<file path="config.mk">
export PLATFORM = sky130hd
export DESIGN_NAME = cpu_bus_responder
export DESIGN_NICKNAME = d
export VERILOG_FILES = /design/src/rtl/bus_pkg.sv /design/src/rtl/pia_regs.sv /design/src/rtl/cpu_bus_responder.sv
export SDC_FILE = /design/constraint.sdc
export NUM_CORES = 1
export LEC_CHECK = 0
export CORE_MARGIN = 2
export CORE_UTILIZATION = 45
export DETAILED_ROUTE_END_ITERATION = 10
export PLACE_DENSITY_LB_ADDON = 0.12
export SLEW_MARGIN = 20
export SYNTH_ARGS = -nofsm -noshare
export SYNTH_HDL_FRONTEND = slang
export SYNTH_SLANG_ARGS = --single-unit
</file>
<file path="constraint.sdc">
create_clock -name clk -period 2.1 [get_ports clk]
set_input_delay 0.42 -clock clk [delete_from_list [all_inputs] [get_ports clk]]
set_output_delay 0.42 -clock clk [all_outputs]
set_load 0.01 [all_outputs]
</file>
<file path="src/rtl/bus_pkg.sv">
// Shared definitions for the CPU bus responder: PIA register map,
// ROM write-protect base address and memory FSM state encoding.
package bus_pkg;

  localparam logic [15:0] PIA_KBD     = 16'hD010;
  localparam logic [15:0] PIA_KBDCR   = 16'hD011;
  localparam logic [15:0] PIA_DSP     = 16'hD012;
  localparam logic [15:0] PIA_DSPCR   = 16'hD013;
  localparam logic [13:0] PIA_BASE    = PIA_KBD[15:2];
  localparam logic [15:0] ROM_WP_BASE = 16'hFF00;

  typedef enum logic {
    ST_IDLE = 1'b0,
    ST_WAIT = 1'b1
  } mem_state_t;

endpackage

</file>
<file path="src/rtl/pia_regs.sv">
// Keyboard and display registers of the PIA window; read data is combinational
// from current state, updates land on the launch edge; display writes drop while full.
module pia_regs
  import bus_pkg::*;
(
  input  logic       clk,
  input  logic       reset,
  input  logic [1:0] reg_sel,
  input  logic       rd,
  input  logic       wr,
  input  logic [6:0] wdata,
  output logic [7:0] rdata,
  input  logic [6:0] kbd_data,
  input  logic       kbd_valid,
  output logic [6:0] dsp_data,
  output logic       dsp_valid,
  input  logic       dsp_ready
);

  logic [6:0]  kbd_reg;
  logic        kbd_flag;
  logic [15:0] reg_addr;

  assign reg_addr = {PIA_BASE, reg_sel};

  always_comb begin
    rdata = 8'h00;
    case (reg_addr)
      PIA_KBD:   rdata = {1'b1, kbd_reg};
      PIA_KBDCR: rdata = {kbd_flag, 7'b0};
      PIA_DSP:   rdata = {dsp_valid, dsp_data};
      PIA_DSPCR: rdata = 8'h00;
      default:   rdata = 8'h00;
    endcase
  end

  // A new key outranks the read-side clear so a coincident keystroke is not lost.
  always_ff @(posedge clk or posedge reset) begin
    if (reset) begin
      kbd_reg  <= 7'h00;
      kbd_flag <= 1'b0;
    end else if (kbd_valid) begin
      kbd_reg  <= kbd_data;
      kbd_flag <= 1'b1;
    end else if (rd && reg_addr == PIA_KBD) begin
      kbd_flag <= 1'b0;
    end
  end

  always_ff @(posedge clk or posedge reset) begin
    if (reset) begin
      dsp_data  <= 7'h00;
      dsp_valid <= 1'b0;
    end else if (wr && reg_addr == PIA_DSP && !dsp_valid) begin
      dsp_data  <= wdata;
      dsp_valid <= 1'b1;
    end else if (dsp_valid && dsp_ready) begin
      dsp_valid <= 1'b0;
    end
  end

endmodule

</file>
<file path="src/rtl/cpu_bus_responder.sv">
// CPU bus responder: PIA decode at D010-D013, all else to external memory with MEM_WAIT-clk RDY stall.
// Define ROM_WP_EN to turn memory writes at FF00-FFFF into reads (mem_we held low).
module cpu_bus_responder
  import bus_pkg::*;
#(
  parameter int unsigned MEM_WAIT = 1
) (
  input  logic        clk,
  input  logic        reset,
  input  logic        enable,
  input  logic [15:0] ab,
  input  logic [7:0]  dbo,
  input  logic        we,
  output logic [7:0]  dbi,
  output logic        ready,
  output logic        mem_cs,
  output logic        mem_we,
  output logic [15:0] mem_addr,
  output logic [7:0]  mem_wdata,
  input  logic [7:0]  mem_rdata,
  input  logic [6:0]  kbd_data,
  input  logic        kbd_valid,
  output logic [6:0]  dsp_data,
  output logic        dsp_valid,
  input  logic        dsp_ready
);

  localparam logic [3:0] WAIT_INIT = 4'(MEM_WAIT);

  mem_state_t  state_q, state_d;
  logic [3:0]  cnt_q, cnt_d;
  logic        en_q;
  logic        rd_q, rd_d;
  logic        ready_d;
  logic [7:0]  dbi_d;
  logic        cs_d, mem_we_d;
  logic [15:0] addr_d;
  logic [7:0]  wdata_d;
  logic        launch, is_pia, mem_launch, pia_launch, wp_hit;
  logic [7:0]  pia_rdata;

  assign launch     = en_q && (state_q == ST_IDLE);
  assign is_pia     = (ab[15:2] == PIA_BASE);
  assign mem_launch = launch && !is_pia;
  assign pia_launch = launch && is_pia;

`ifdef ROM_WP_EN
  assign wp_hit = (ab >= ROM_WP_BASE);
`else
  assign wp_hit = 1'b0;
`endif

  pia_regs u_pia (
    .clk       (clk),
    .reset     (reset),
    .reg_sel   (ab[1:0]),
    .rd        (pia_launch && !we),
    .wr        (pia_launch && we),
    .wdata     (dbo[6:0]),
    .rdata     (pia_rdata),
    .kbd_data  (kbd_data),
    .kbd_valid (kbd_valid),
    .dsp_data  (dsp_data),
    .dsp_valid (dsp_valid),
    .dsp_ready (dsp_ready)
  );

  // rd_q marks an outstanding read; with MEM_WAIT==0 it completes the clk after mem_cs.
  always_comb begin
    state_d  = state_q;
    cnt_d    = cnt_q;
    rd_d     = rd_q;
    ready_d  = ready;
    dbi_d    = dbi;
    cs_d     = 1'b0;
    mem_we_d = 1'b0;
    addr_d   = mem_addr;
    wdata_d  = mem_wdata;
    case (state_q)
      ST_IDLE: begin
        if (rd_q) begin
          dbi_d = mem_rdata;
          rd_d  = 1'b0;
        end
        if (pia_launch && !we) begin
          dbi_d = pia_rdata;
        end
        if (mem_launch) begin
          cs_d     = 1'b1;
          mem_we_d = we && !wp_hit;
          addr_d   = ab;
          wdata_d  = dbo;
          rd_d     = !we;
          if (MEM_WAIT != 0) begin
            state_d = ST_WAIT;
            cnt_d   = WAIT_INIT;
            ready_d = 1'b0;
          end
        end
      end
      ST_WAIT: begin
        cnt_d = cnt_q - 4'd1;
        if (cnt_q == 4'd1) begin
          if (rd_q) begin
            dbi_d = mem_rdata;
          end
          rd_d    = 1'b0;
          ready_d = 1'b1;
          state_d = ST_IDLE;
        end
      end
      default: state_d = ST_IDLE;
    endcase
  end

  always_ff @(posedge clk or posedge reset) begin
    if (reset) begin
      en_q      <= 1'b0;
      state_q   <= ST_IDLE;
      cnt_q     <= 4'd0;
      rd_q      <= 1'b0;
      dbi       <= 8'h00;
      ready     <= 1'b1;
      mem_cs    <= 1'b0;
      mem_we    <= 1'b0;
      mem_addr  <= 16'h0000;
      mem_wdata <= 8'h00;
    end else begin
      en_q      <= enable;
      state_q   <= state_d;
      cnt_q     <= cnt_d;
      rd_q      <= rd_d;
      dbi       <= dbi_d;
      ready     <= ready_d;
      mem_cs    <= cs_d;
      mem_we    <= mem_we_d;
      mem_addr  <= addr_d;
      mem_wdata <= wdata_d;
    end
  end

endmodule
</file>
# After elaboration in Yosys (flattened, before gate mapping)
# Index checks and enable logic that the tools add are counted.
[totals] register_bits=58 in_bits=45 output_inout_bits=43 elab_cells=62
[classes] addsub=1 n_eq_ne=6 muxes=23 n_bitwise=1 n_reduce_logical=17
[ops] operator="8-bit 2-to-1 mux" n=3
[ops] operator="8-bit one-hot mux with 3 select lines" n=1
[ops] operator="8-bit one-hot mux with 2 select lines" n=1
[ops] operator="14-bit == test (second input constant)" n=1
[ops] operator="1-bit 2-to-1 mux" n=13
[ops] operator="1-bit logical AND" n=9
[ops] operator="4-bit one-hot mux with 2 select lines" n=1
[ops] operator="1-bit one-hot mux with 2 select lines" n=3
[ops] operator="4-bit by 1-bit == test with 1-bit output (second input constant)" n=1
[ops] operator="4-bit 2-to-1 mux" n=1
[ops] operator="2-bit AND reduction" n=2
[ops] operator="2-bit nonzero test" n=2
[ops] operator="4-bit by 1-bit subtractor with 4-bit output (second input constant)" n=1
[ops] operator="1-bit logical NOT" n=3
[ops] operator="2-bit by 1-bit == test with 1-bit output (second input constant)" n=1
[ops] operator="2-bit == test (second input constant)" n=1
[ops] operator="2-bit logical NOT" n=1
[ops] operator="2-bit by 1-bit != test with 1-bit output (second input constant)" n=1
[ops] operator="2-bit != test (second input constant)" n=1
[ops] operator="1-bit inverter" n=1

# Logic depth before layout (Yosys ltp)
# Gate-level depths: netlist of the first run.
[depth] word_depth=7 mapped_depth=7 depth_no_buf=6

# By module
# A second synthesis of the first run with hierarchy kept.
[hier_totals] cells_unflattened=202 area_unflattened_um2=2613.8
[modules_own_cells] mod="cpu_bus_responder" instances=1 cells_per_inst=145 area_each_um2=1853.0
[modules_own_cells] mod="pia_regs" instances=1 cells_per_inst=57 area_each_um2=760.7

# Worst setup path before layout of the first run
# Ideal clock, no wire load.
[synth_timing] kind="register to register" startpoint="reg cnt_q[1]" endpoint="reg dbi[0]" t_arrival_ns=1.794 t_required_ns=2.020 slack_ns=0.226 stages_incl_launch_ff=8 path_buffers=1 synth_period_minus_slack_ns=1.874 path_cell_list="dfrtp_1 > inv_1 > ha_1 > or3b_4 > nand2_4 > or4b_1 > buf_6 > o211ai_2"
[synth_via] elab_chain_cells=2
[synth_lines] item="from (decl)" line_no="cpu_bus_responder.sv:31" text="logic [3:0] cnt_q, cnt_d;"
[synth_lines] item="from (signal assigned)" line_no="cpu_bus_responder.sv:131" text="cnt_q <= cnt_d;"
[synth_lines] item="4-bit by 1-bit == test with 1-bit output" line_no="cpu_bus_responder.sv:103" text="if (cnt_q == 4'd1) begin"
[synth_lines] item="2-bit by 1-bit != test with 1-bit output (no line)"
[synth_lines] item="to (signal assigned)" line_no="cpu_bus_responder.sv:133" text="dbi <= dbi_d;"
[synth_lines] item="to (decl)" line_no="cpu_bus_responder.sv:14" text="output logic [7:0] dbi,"
# Every way passes these cells.
# A chain may end at the register's enable or synchronous reset.

# Worst setup path in the final report of the first run
# Ends and elaborated chain as after synthesis.

==> key figures, run 1 <==
Status
  • Status: complete, no violations

Critical path
  • Critical path type: reg -> reg
  • R2r endpoint: dbi[0]$_DFFE_PP0P_
  • CP required: 2.37 ns
  • Cells on worst reg2reg path: 7
  • R2r setup slk: 0.07 ns
  • R2r startpoint: cnt_q[1]$_DFFE_PP0P_
  • Crit end category: flip-flop
  • CP Launch Point: cnt_q[1]$_DFFE_PP0P_
  • CP Max Fanout: 7
  • Startpoint Class: flip-flop
  • Crit path DAT: 2.29 ns

Synthesis
  • Synth cell types: 37
  • Syn_area_per_cell: 13.64 sq um
  • Mapped cell area: 0.002564 sq mm
  • Post-Syn Instances: 188
  • Largest cells by area after synthesis: dfrtp_1 (56%), mux2_2 (17%), o211ai_1 (4.4%)
  • Syn Nets: 235
  • Fraction of registers with async set/reset: 1.000
  • Top-count cell post-synth: dfrtp_1
  • Area share of the largest cell type after synthesis: 0.5564
  • Syn. warnings: 0
  • Top cells by count, synth: dfrtp_1 (57), mux2_2 (38), o211ai_1 (15)
  • Post-synth top flop: dfrtp_1
  • Post-synth EDFFs: 0
  • Yosys reg bits: 58
  • Largest area contributor in the netlist: dfrtp_1
  • Post-synthesis sequential area ratio: 0.5666

Cells and area
  • Fin util: 0.7028
  • Fill cell count: 413
  • Share of layout cells above drive strength 1: 0.2977
  • Final net count: 341
  • Area Growth Syn to Fin: 50.95%
  • Largest regs: mem_addr: 16 flops, dbi: 8 flops, mem_wdata: 8 flops
  • Antenna diodes: 0
  • Max FFs per register: 16
  • Register with the most flip-flops: mem_addr

Clocking
  • Clk Latency, worst-skew pair: 0.34 ns
  • Num CTS Buffers: 9
  • Clk sinks: 58
  • CTS tree: done
  • Htree depth: 3
  • Clock transition at path regs: 0.07 ns
  • Root buf cell: clkbuf_8
  • Max Root-Sink Buffers: 2

Drt
  • WL final: 6084 microns
  • Antenna Nets Post-Route: 0
  • Vias per inst: 5.189
  • Drt pass-1 iters: 4
  • Residual DRC: 0
  • Initial DRC Count: 80
  • Via count: 1925
  • Routed WL per cell: 16.40 microns

Timing
  • Min Clock Period, post-route: 2.028 ns
  • Final hold slack: 0.4242 ns
  • Final setup margin: 0.07218 ns
  • Fmax: 493.1 MHz
  • Tightest Pin Transition: 0.6244 ns
  • Max_slew headroom: 0.5809
  • Final hold violations: 0
  • Clock Skew: 0.004560 ns
  • Period utilisation layout: 0.9656
  • Final setup violation count: 0
  • Fin. max-slew vios: 0

Place
  • Pre-CTS WS: -0.2390 ns
  • GP Congestion: 0.8787
  • Post-DP HPWL: 4398 microns
  • Port bufs: 87

GRT
  • GRT Total Usage: 0.2119
  • Vias in the first global route: 1947
  • Largest net degree at the start of global routing: 36
  • First-pass GRT wire length: 9860 microns
  • Grt total ovfl: 0
  • Initial antenna violation count: 0

Job
  • Max-cap violations: 0

Floorplan
  • IO Pins: 88
  • Row count: 27
  • Die Area: 0.006317 sq mm
  • Initial Util: 0.4656
  • Total core area: 0.005507 sq mm
  • Die X: 79.48 microns
  • Die height: 79.48 microns

Pwr
  • Peak VDD IR: 834.7 uV
  • Leak: 1.613 nW
  • PD cells: 1226 mW/mm^2
  • Total power: 4.746 mW

Min path
  • Hold Path Class: in -> async
cells by family after synthesis:
family | count (synthesis) | synth area share
multiplexers | 45 | 0.1942
adder cells (fa/ha/maj) | 2 | 0.009759
AO/OA/AOI/OAI | 33 | 0.1054
buffers and inverters | 18 | 0.03367
XOR/XNOR | 2 | 0.006834
AND/OR/NAND/NOR | 30 | 0.08346
flip-flops | 58 | 0.5666
per-stage QoR:
step                      area, sq um   TNS (ns)  std cells
after global routing             3870  -0.001336        371
after floorplan                  2564          0        188
after CTS                        3849          0        369
after global placement           3645     -4.416        353
after detailed placement         3645     -4.522        353
final                            3870          0        371
per-layer routing:
layer,vias to the layer above,wire length (microns),GRT usage
li1,915,-,-
met1,936,2711,0.2923
met2,66,2755,0.2874
met3,8,514,0.09955
met4,0,102,0.08276
met5,-,0,0
report_power, final:
part | leakage, nW | internal (mW) | switching (mW) | total (mW)
registers | 0.703 | 1.52 | 0.220 | 1.74
clock network | 0.105 | 0.605 | 0.443 | 1.05
logic | 0.805 | 1.17 | 0.788 | 1.95
placed cells by master (no fill, tap or decap), drive strengths merged, types with 2 or more instances in the layout:
cell           count
o22ai              3
nand2b             3
inv                8
buf               18
mux2i              7
clkdlybuf4s50     87
mux2              38
nor2               6
clkinv             3
dfrtp             57
o21ai              2
o211ai            22
nand2              4
nor4b              4
a21oi              3
nand4              2
clkbuf            11
ha                 2
nor3               2
worst max-delay path: stages, from the launching register on:
cell and delay [ns]:
dfrtp_1 0.40, inv_1 0.09, ha_2 0.18, or3b_4 0.41, nand2_4 0.10, or4b_1 0.45, buf_6 0.16, o211ai_2 0.16
worst max path at each step:
stage | end
after floorplan | dbi[0]$_DFFE_PP0P_
after global placement | dbi[4]$_DFFE_PP0P_
after detailed placement | u_pia.dsp_data[0]$_DFFE_PP0P_
after CTS | dbi[0]$_DFFE_PP0P_
after global routing | dbi[2]$_DFFE_PP0P_
final | dbi[0]$_DFFE_PP0P_
cell type report:
class	instances	area [sq um]	area share
Clock buffer	11	151.4	0.03912
Sequential cell	58	1453	0.3754
Clock inverter	5	52.55	0.01358
Inverter	8	30.03	0.007759
Timing Repair Buffer	105	1047	0.2706
Multi-Input combinational cell	112	1046	0.2703
Tap cell	72	90.09	0.02328
timing repair:
item | 4_1_cts | 5_1_grt
setup endpoints to repair | 0 | 3
gates resized for setup | 0 | 2
hold buffers | 0 | 0
hold endpoints to repair | 0 | 0
setup buffers | 0 | 2
Power figures use the tool's default switching activity.
==> inputs of run 2 (changes only) <==
- CORE_ASPECT_RATIO: default -> 1.75
- CTS_CLUSTER_DIAMETER: default -> 100
==> run 2 against run 1 <==
Effect of this change:
- critical path depth did not move
- power fell by 4.7%
- global-route usage fell by 0.57 points
- first-iteration DRC count fell by 68%
- via count rose by 0.36%
- largest power group unchanged
==> key figures, run 2 (same netlist as run 1, synthesis figures left out) <==
Status
  • Status: complete, no violations

GRT
  • Met3 Resource Use GR: 0.05721 (-0.04233)
  • Initial antenna violation count: 0 (unchanged)
  • Grt total ovfl: 0 (unchanged)
  • Met1 Use GR: 0.2492 (-0.04315)
  • Largest net degree at the start of global routing: 59 (+64%)
  • GR peak layer: met2
  • GRT Total Usage: 0.2063 (-0.005658)
  • First-pass GRT wire length: 9680 microns (-1.8%)
  • M2 GR Usage: 0.3389 (+0.05151)
  • Vias in the first global route: 2020 (+3.7%)

Min path
  • Hold Path Class: in -> async

Drt
  • Initial DRC Count: 26 (-68%)
  • Residual DRC: 0 (unchanged)
  • WL final: 5939 microns (-2.4%)
  • Drt pass-1 iters: 4 (unchanged)
  • Vias per inst: 5.111 (-1.5%)
  • Antenna Nets Post-Route: 0 (unchanged)
  • Routed WL per cell: 15.71 microns (-4.2%)
  • Via count: 1932 (+0.36%)

Cells and area
  • Antenna diodes: 0 (unchanged)
  • Most frequent cells in the layout: clkdlybuf4s50_1 (87), dfrtp_1 (57), mux2_2 (38)
  • Most common cell after layout, fill and taps aside: clkdlybuf4s50_1
  • Final net count: 344 (+0.88%)
  • Register with the most flip-flops: mem_addr
  • Fin util: 0.6935 (-0.009254)
  • Largest regs: mem_addr: 16 flops, dbi: 8 flops, mem_wdata: 8 flops
  • Share of layout cells above drive strength 1: 0.2914 (-0.006268)
  • Design area: 0.003842 sq mm (-0.71%)
  • Area Growth Syn to Fin: 49.88%
  • Max FFs per register: 16 (unchanged)

Timing
  • Fin. max-slew vios: 0 (unchanged)
  • Max_slew headroom: 0.6248 (+0.04382)
  • Fin Setup TNS: 0 ns (unchanged)
  • Tightest Pin Transition: 0.5591 ns (-0.06530 ns)
  • Final setup violation count: 0 (unchanged)
  • RSZ-0062 raised after global routing: false
  • Min Clock Period, post-route: 2.004 ns (-0.02386 ns)
  • Period utilisation layout: 0.9543 (-0.01136)
  • Final hold violations: 0 (unchanged)
  • Fmax: 499.0 MHz (+1.2%)
  • Clock Skew: 0.006318 ns (+0.001758 ns)

Clocking
  • Htree depth: 3 (unchanged)
  • Clk Latency, worst-skew pair: 0.32 ns (-0.02 ns)
  • Max Root-Sink Buffers: 2 (unchanged)
  • Clock transition at path regs: 0.06 ns (about the same)
  • CTS tree: done
  • Root buf cell: clkbuf_8
  • Num CTS Buffers: 9 (unchanged)
  • Clk sinks: 58 (unchanged)

Pwr
  • PD cells: 1177 mW/mm^2 (-4.0%)
  • Leak: 1.607 nW (-0.38%)
  • Peak VDD IR: 812.2 uV (-2.7%)

Place
  • Post-DP HPWL: 4436 microns (+0.88%)
  • Port bufs: 87 (unchanged)
  • Placement Cell Area: 0.003675 sq mm (+0.82%)
  • GP Congestion: 0.7327 (-17%)

Floorplan
  • Die X: 61.06 microns (-23%)
  • Total core area: 0.005540 sq mm (+0.61%)
  • IO Pins: 88 (unchanged)
  • Row count: 36 (+33%)
  • Initial Util: 0.4627 (-0.002839)
  • Die Area: 0.006341 sq mm (+0.37%)
  • Die height: 103.9 microns (+31%)

Critical path
  • Crit path DAT: 2.25 ns (-0.04 ns)
  • Startpoint Class: flip-flop
  • Crit end category: flip-flop
  • Critical path type: reg -> reg
  • CP required: 2.35 ns (-0.02 ns)
  • CP Max Fanout: 7 (unchanged)

Job
  • Max-cap violations: 0 (unchanged)
[run 2: area by class of cell]
class,count,area (sq um)
Fill cell,441,1698
Sequential cell,58,1453
Timing Repair Buffer,108,1057
Multi-Input combinational cell,112,1044
Clock buffer,13,148.9
Tap cell,76,95.09
Inverter,8,30.03
Clock inverter,3,15.01
[run 2: path summary, 6_finish.rpt]
| kind | from | slack [ns] | cells past startpoint | endpoint |
|---|---|---|---|---|
| max reg2reg | cnt_q[1]$_DFFE_PP0P_ | 0.1 | 7 | dbi[1]$_DFFE_PP0P_ |
| min | reset | 0.46 | 3 | mem_wdata[0]$_DFFE_PP0P_ |
| max | cnt_q[1]$_DFFE_PP0P_ | 0.1 | 7 | dbi[1]$_DFFE_PP0P_ |
| max in group asynchronous | reset | 1.32 | 3 | ready$_DFFE_PP1P_ |
| min reg2reg | mem_wdata[3]$_DFFE_PP0P_ | 0.50 | 1 | mem_wdata[3]$_DFFE_PP0P_ |
| min in group clk | mem_wdata[3]$_DFFE_PP0P_ | 0.50 | 1 | mem_wdata[3]$_DFFE_PP0P_ |
[run 2: timing repair]
item / CTS / global route
gates resized for setup: 0 / 1
buffers inserted: 0 / 0
endpoints found under the setup margin: 0 / 1
hold buffers: 0 / 0
[run 2: metrics by stage]
step / hold slack [ns] / setup slack, ns / std cells / total power, mW
6_report: 0.4556 / 0.09604 / 378 / 4.523
2_1_floorplan: 0.4514 / 0.2261 / 188 / 2.705
5_1_grt: 0.4900 / 0.007451 / 378 / 4.808
3_5_place_dp: 0.4950 / -0.2536 / 362 / 3.708
4_1_cts: 0.4636 / 0.06436 / 378 / 4.589
3_3_place_gp: 0.4885 / -0.2415 / 362 / 3.670
[run 2: worst max-delay path, stage by stage (launching register included)]
cell      delay (ns)
dfrtp_1         0.39
inv_1           0.08
ha_1            0.16
or3b_4          0.40
nand2_4         0.10
or4b_1          0.46
buf_6           0.16
o211ai_2        0.16
[run 2: power by group]
part           internal (mW)  switching, mW  total (mW)
clock network          0.455          0.401       0.856
logic                   1.15          0.762        1.91
registers               1.52          0.229        1.75
[run 2: per-layer routing]
layer | vias up | part of all wire
met2 | 64 | 0.54
met5 | - | 0
met3 | 8 | 0.048
met1 | 942 | 0.39
met4 | 0 | 0.017
li1 | 918 | -
